<file path="src/rtl/data_demux_fsm.sv">
// Receive-side demux for the 3-stream TDM link: tracks the transmitter's dwell schedule and
// steers each valid word into one of three held output registers with a 1-cycle strobe.

module data_demux_lane #(
  parameter int DW = 32
) (
  input  logic          clk,
  input  logic          rst_n,
  input  logic          wr_i,
  input  logic [DW-1:0] data_i,
  output logic [DW-1:0] data_o,
  output logic          valid_o
);

  logic [DW-1:0] data_q;
  logic          valid_q;

  always_ff @(posedge clk or negedge rst_n) begin
    if (!rst_n) begin
      data_q  <= '0;
      valid_q <= 1'b0;
    end else begin
      valid_q <= wr_i;
      if (wr_i) data_q <= data_i;
    end
  end

  assign data_o  = data_q;
  assign valid_o = valid_q;

endmodule

module data_demux_fsm #(
  parameter int DW = 32,
  parameter int CW = 32
) (
  input  logic          clk,
  input  logic          rst_n,
  input  logic [2:0]    mode_i,
  input  logic [CW-1:0] switch_clk_cycles_i,
  input  logic          resync_i,
  input  logic [DW-1:0] in_data_i,
  input  logic          in_valid_i,
  output logic [DW-1:0] ds1_data_o,
  output logic [DW-1:0] ds2_data_o,
  output logic [DW-1:0] ds3_data_o,
  output logic          ds1_valid_o,
  output logic          ds2_valid_o,
  output logic          ds3_valid_o,
  output logic [1:0]    slot_o,
  output logic          slot_switch_o
);

  localparam int NUM_LANES = 3;

  typedef enum logic [1:0] {
    S_IDLE  = 2'd0,
    S_MODE1 = 2'd1,
    S_MODE2 = 2'd2,
    S_MODE3 = 2'd3
  } state_e;

  state_e          state_q, state_d;
  logic [CW-1:0]   dwell_q, dwell_d;
  logic [1:0]      slot_q, slot_d;
  logic            slot_switch_q, slot_switch_d;

  logic [CW-1:0]   dwell_last;
  logic [1:0]      slot_adv;
  logic            restart;

  logic [NUM_LANES-1:0]         lane_wr;
  logic [NUM_LANES-1:0][DW-1:0] lane_data;
  logic [NUM_LANES-1:0]         lane_vld;

  // State register
  always_ff @(posedge clk or negedge rst_n) begin
    if (!rst_n) begin
      state_q       <= S_IDLE;
      dwell_q       <= '0;
      slot_q        <= 2'd0;
      slot_switch_q <= 1'b0;
    end else begin
      state_q       <= state_d;
      dwell_q       <= dwell_d;
      slot_q        <= slot_d;
      slot_switch_q <= slot_switch_d;
    end
  end

  // Next-state: unknown mode codes leave the FSM where it is
  always_comb begin
    state_d = state_q;
    case (mode_i)
      3'd1:    state_d = S_MODE1;
      3'd2:    state_d = S_MODE2;
      3'd3:    state_d = S_MODE3;
      default: state_d = state_q;
    endcase
  end

  // A zero dwell setting behaves as one cycle, so the last count is 0 either way
  assign dwell_last = (switch_clk_cycles_i == '0) ? '0 : switch_clk_cycles_i - 1'b1;
  assign restart    = resync_i || (state_d != state_q);

  always_comb begin
    slot_adv = 2'd0;
    case (state_q)
      S_MODE3: slot_adv = (slot_q == 2'd2) ? 2'd0 : slot_q + 2'd1;
      S_MODE2: slot_adv = (slot_q == 2'd1) ? 2'd0 : 2'd1;
      default: slot_adv = 2'd0;
    endcase
  end

  // Schedule and routing outputs
  always_comb begin
    dwell_d       = '0;
    slot_d        = 2'd0;
    slot_switch_d = 1'b0;
    lane_wr       = '0;

    if (restart) begin
      dwell_d = '0;
      slot_d  = 2'd0;
    end else if (state_q == S_MODE2 || state_q == S_MODE3) begin
      // >= also catches a dwell setting lowered below the running count
      if (dwell_q >= dwell_last) begin
        dwell_d       = '0;
        slot_d        = slot_adv;
        slot_switch_d = 1'b1;
      end else begin
        dwell_d = dwell_q + 1'b1;
        slot_d  = slot_q;
      end
    end

    // Routing uses the pre-update slot so an advancing cycle still lands in the old stream
    if (in_valid_i && state_q != S_IDLE) begin
      for (int i = 0; i < NUM_LANES; i++)
        lane_wr[i] = (slot_q == 2'(i));
    end
  end

  for (genvar g = 0; g < NUM_LANES; g++) begin : g_lane
    data_demux_lane #(.DW(DW)) u_lane (
      .clk     (clk),
      .rst_n   (rst_n),
      .wr_i    (lane_wr[g]),
      .data_i  (in_data_i),
      .data_o  (lane_data[g]),
      .valid_o (lane_vld[g])
    );
  end

  assign ds1_data_o    = lane_data[0];
  assign ds2_data_o    = lane_data[1];
  assign ds3_data_o    = lane_data[2];
  assign ds1_valid_o   = lane_vld[0];
  assign ds2_valid_o   = lane_vld[1];
  assign ds3_valid_o   = lane_vld[2];
  assign slot_o        = slot_q;
  assign slot_switch_o = slot_switch_q;

endmodule
</file>
<file path="config.mk">
export PLATFORM = sky130hd
export DESIGN_NAME = data_demux_fsm
export DESIGN_NICKNAME = d
export VERILOG_FILES = /design/src/rtl/data_demux_fsm.sv
export SDC_FILE = /design/constraint.sdc
export NUM_CORES = 1
export LEC_CHECK = 0
export ABC_AREA = 1
export CAP_MARGIN = 30
export CELL_PAD_IN_SITES_DETAIL_PLACEMENT = 1
export CELL_PAD_IN_SITES_GLOBAL_PLACEMENT = 2
export CORE_MARGIN = 3
export CORE_UTILIZATION = 31
export DETAILED_ROUTE_END_ITERATION = 12
export MAX_ROUTING_LAYER = met4
export PLACE_DENSITY_LB_ADDON = 0.1
export RECOVER_POWER = 25
export SYNTH_ARGS = -nofsm -noshare
export SYNTH_HDL_FRONTEND = slang
export SYNTH_HIERARCHICAL = 1
export SYNTH_SLANG_ARGS = --single-unit
</file>
<file path="constraint.sdc">
create_clock -name clk -period 3.6 [get_ports clk]
set_clock_uncertainty 0.05 [all_clocks]
set_input_delay 1.08 -clock clk [delete_from_list [all_inputs] [get_ports clk]]
set_output_delay 1.08 -clock clk [all_outputs]
set_load 0.05 [all_outputs]
</file>
After elaboration in Yosys (flattened, before gate mapping)
Index checks and enable logic that the tools add are counted.

word-level totals
  flip-flop bits (word level) = 136
  bits in latches = 0
  memory bits (writable) = 0
  ROM bits = 0
  bits of input ports = 71
  logic and storage cells = 44
  memories = 0

operators by class
  add/subtract/negate cells = 3
  $mul = 0
  div/mod/pow operators = 0
  $lt $le $gt $ge = 1
  equal/unequal tests = 9
  shift operators = 0
  mux-type cells = 15
  bitwise operators = 0
  reductions and logical operators = 6

operator list
  operator                 count
  $mux W32                 4
  $add A32 B1 Y32 const B  1
  $ge A32 B32 Y1           1
  $logic_not A32 Y1        1
  $sub A32 B1 Y32 const B  1
  $mux W2                  4
  $eq A2 B2 Y1 const B     3
  $eq A3 B2 Y1 const B     2
  $pmux W2 S3              1
  $mux W1                  4
  $pmux W2 S2              1
  $eq A3 B1 Y1 const B     1
  $mux W3                  1
  $ne A3 B2 Y1 const B     1
  $add A2 B1 Y2 const B    1
  $eq A2 B1 Y1 const B     1
  $logic_not A2 Y1         1
  $logic_or A1 B1 Y1       2
  $ne A2 B2 Y1             1
  $reduce_bool A2 Y1       1
  $logic_and A1 B1 Y1      1

Logic depth before layout (Yosys ltp)
  word-level depth = 6
  gate-level depth with buffers = 22
  gate-level depth less buffers = 21

By module
The synthesis kept the hierarchy.

modules (own cells, without submodules)
  module           times used  cells each  area an instance (um2)  sequential area each (um2)
  data_demux_lane  3           137         1,317.5                 825.8
  data_demux_fsm   1           578         3,789.9                 925.9

Worst setup path before layout
OpenSTA, ideal clock, no wires.

  path kind = in2reg
  from = in switch_clk_cycles_i[0]
  to = reg dwell_q[24]
  library setup time = 0.121 ns
  data arrival time = 3.225 ns
  path slack = 0.204 ns
  stages on the path = 16
  cell sequence = inv_1 > ha_1 > inv_1 > nor2_1 > nand3_1 > xor2_1 > or2_2 > ha_1 > nand2_1 > nor2_1 > nand4_1 > nor2_1 > nand2_1 > nand3_2 > buf_2 > nor2_1

on the way
  longest elaborated chain between the ends = 6

RTL lines
  what                                                  line  source
  start: declaration                                    40    input logic [CW-1:0] switch_clk_cycles_i,
  $sub A32 B1 Y32 or $logic_not A32 Y1 (tied branches)  103   assign dwell_last = (switch_clk_cycles_i == '0) ? '0 : switch_clk_cycles_i - 1'b1;
  $mux W32 (*)                                          103
  $ge A32 B32 Y1 (*)                                    127   if (dwell_q >= dwell_last) begin
  $mux W32 (*)                                          127
  $mux W32 (*)                                          125   end else if (state_q == S_MODE2 || state_q == S_MODE3) begin
  $mux W32 (*)                                          122   if (restart) begin
  net dwell_d[24]                                       64    logic [CW-1:0] dwell_q, dwell_d;
  end signal: assignment                                85    dwell_q <= dwell_d;
  end: declaration                                      64

Mark *: on every way through the listed nets, which the timed path passes. The rest lies on a longest branch.
A chain may end at the register's enable or synchronous reset.

Worst setup path in the final report
  from = in switch_clk_cycles_i[30]
  to = reg dwell_q[5]

Same word-level chain as after synthesis.

==> summary.txt <==
Detailed routing
  • Total Wirelength: approximately 25 mm
  • Drt wl/cell: around 16 um
  • Residual DRC: 0
  • Residual antenna-violating net count after detailed routing: 0
  • DRT iter0 DRCs: between 200 and 250
  • DR vias/cell: approximately 4.5
  • DR pass1 iterations: 4
  • Vias post-DR: between 7000 and 8000

GRT
  • Total congestion overflow: 0
  • Initial antenna violation count: 0
  • Largest net degree at the start of global routing: 60
  • Global-route wire length before repair: roughly 40 mm
  • All-layer global routing usage: 0.196
  • Vias in the first global route: 7549

CTS
  • CTS clk-pin slew, worst paths: about 0.060 ns
  • CTS tree: done
  • Worst skew pair latency: between 0.4 and 0.5 ns
  • TritonCTS Sinks: about 140
  • Hold Buf Count CTS: 0
  • # H-tree levels: 4
  • CTS buffer count: 17
  • Clk buf depth: 2
  • Root Buffer: clkbuf_16

Placement
  • Hpwl dp: 19.0 mm
  • Port-buffer cells: between 150 and 200
  • Post-Place Setup Slack: -0.588 ns
  • Placer Congestion: about 0.83

Power
  • Peak VDD IR: approximately 0.00031 V
  • Leak pwr: ~0.0058 uW
  • Power per cell area: between 300 and 400 mW/mm^2

Timing
  • Setup violators final: 0
  • Relative slew margins: -0.512
  • Post-route setup slack: roughly 0.14 ns
  • Final min period: roughly 3.5 ns
  • Final worst-path cycle share: 0.962
  • Fin. max-slew vios: 48
  • Worst slew pin tran: between 2 and 2.5 ns
  • FMAX: 0.289 GHz
  • Final hold vios: 0

Final layout
  • Fin nets: approximately 1400
  • Ant diodes: 0
  • Area grow syn2layout: 49.8%
  • Util after Layout: 0.474
  • Fillers: slightly below 3000
  • Commonest non-fill, non-tap cell in the layout: nand2_1
  • Layout cells sized above 1: 0.244
  • Most frequent cells in the layout: nand2_1, clkdlybuf4s50_1, dfrtp_1

Logic synthesis
  • Yosys cell types: 36
  • Post-synthesis sequential area ratio: 0.440
  • Yosys warning count: 6
  • Cells after Synth: 989
  • Syn nets: 1095
  • Netlist Area Pre-Place: 0.00774 mm^2
  • Register bit count reported by yosys: around 140
  • Post-synthesis area per instance: about 7.8 um^2

Setup path
  • Flop2flop setup slack: between 1.5 and 2 ns
  • Data required, critical path: about 3.9 ns
  • Slowest CP cell: clkdlybuf4s50_1
  • Crit path max-delay family: buffers and inverters
  • Worst Path Class, Setup: input pin to flop
  • Max stage delay on crit path: approximately 0.46 ns
  • Buffers & Inverters on Critical Path: 4
  • CP max FO: 9
  • Worst Path Arrival: 3.77 ns
  • Critical Path Start Type: input pin
  • CP endpoint kind: flop
  • Crit path cell chain: clkdlybuf4s50_1 > nor3_2 > nand3_2 > nor2_4 > buf_6 > a21oi_1 > o21ai_1 > ha_1 > a21oi_2 > o21a_1 > nand2_2 > a21oi_4 > nand3_4 > buf_12 > buf_16 > nor2_2

Status
  • Status: finished with violations
  • Failing checks: capacitance limit, slew limit

Floorplanning
  • Die width: between 150 and 200 um
  • Core Region: 0.0245 mm^2
  • Initial Util: 0.317
  • I/O pins: 173
  • Die Y: roughly 160 um
  • # rows: 57
  • Die ar.: 0.0269 mm^2

Worst hold path
  • HP Class: flop to flop

Flow run
  • # Max-Cap Violations: 1
-- timing repair --
item,in CTS,in global routing
cloned,3,0
setup endpoints to repair,35,35
buffers inserted,9,6
gates resized for setup,71,121
pin swaps,11,46
-- report_power, final --
group	internal [uW]	total, uW	switching, uW	leakage, uW
clock network	1030	1750	714	0.000285
registers	1590	1640	42.3	0.00183
logic	318	819	502	0.00364
total	2950	4200	1260	0.00576
-- layer usage --
metal | global-route usage | vias up | part of all wire | wire length [um]
li1 | - | 3634 | - | -
met1 | 0.232 | 3433 | 0.44 | 11100
met2 | 0.358 | 142 | 0.52 | 13300
met3 | 0.0227 | 17 | 0.033 | 844
met4 | 0.0434 | 0 | 0.010 | 256
met5 | - | - | 0 | 0
-- worst register-to-register path, stage by stage (launching register included) --
cell and delay [ns]:
dfrtp_1 0.49, ha_1 0.36, nand2_1 0.07, inv_1 0.05
nand2_1 0.06, nand2_1 0.05, nand2_1 0.06, nand2_2 0.07
a21oi_4 0.19, nand3_4 0.17, buf_12 0.18, buf_16 0.14
nor2_2 0.08
-- cell families after synthesis --
group / share of synthesized area
buf+inv: 0.0768
fa+ha+maj: 0.0566
flops: 0.440
compound gates: 0.0309
xor+xnor: 0.0441
simple gates: 0.352
-- stage by stage --
step           setup TNS, ns  instances  instance area [um^2]  hold slack (ns)  power, uW
6_report                   0       1598                 11600            0.418       4200
5_1_grt               -0.235       1598                 11600            0.445       4400
4_1_cts               -0.208       1592                 11300            0.423       4240
3_5_place_dp          -19.74       1548                 10300            0.407       2440
3_3_place_gp          -17.96       1548                 10300            0.403       2430
2_1_floorplan              0        989                  7740            0.424       2060
-- worst paths after layout --
kind                                                              start                                       to  cells past startpoint
worst max-delay path                            switch_clk_cycles_i[30]                     dwell_q[5]$_DFF_PN0_                     16
worst min-delay path            g_lane[2].u_lane/data_o[11]$_DFFE_PN0P_  g_lane[2].u_lane/data_o[11]$_DFFE_PN0P_                      2
worst max register to register                    dwell_q[18]$_DFF_PN0_                     dwell_q[5]$_DFF_PN0_                     12
worst min register to register  g_lane[2].u_lane/data_o[11]$_DFFE_PN0P_  g_lane[2].u_lane/data_o[11]$_DFFE_PN0P_                      2
max in group asynchronous                                         rst_n  g_lane[0].u_lane/data_o[19]$_DFFE_PN0P_                      2
min in group asynchronous                                         rst_n   g_lane[0].u_lane/data_o[1]$_DFFE_PN0P_                      1
-- Yosys cell counts, drive strengths merged --
library cell,n,area (um^2)
xor2,30,263
buf,17,189
dfrtp,136,3400
a21oi,18,93.8
clkbuf,9,124
and2,1,7.51
inv,69,282
nor3b,1,7.51
or2,8,50.1
nor4,3,18.8
nor2,122,515
a31oi,3,18.8
nand2,434,1720
nand3,33,175
o21a,2,15.0
xnor2,9,78.8
nand4,11,68.8
ha,35,438
a31o,1,8.76
nor3,29,161
a21o,5,37.5
o21ai,13,65.1
-- sequential cells by signal, indices dropped and copies added (netlist names) --
signal and cells:
g_lane.u_lane/valid_o 3, slot_o 2, state_q 2, g_lane.u_lane/data_o 96, dwell_q 32, slot_switch_o 1
-- area by class of cell --
cell class,count,area [um^2],area share
flip-flops and latches,136,3400,0.293
well taps,324,405,0.0350
multi-input cells,758,4200,0.362
repair buffers,279,2720,0.234
clock inverters,15,168,0.0145
clock buffers,17,425,0.0367
inverters,69,284,0.0245
Power figures use the tool's default switching activity.
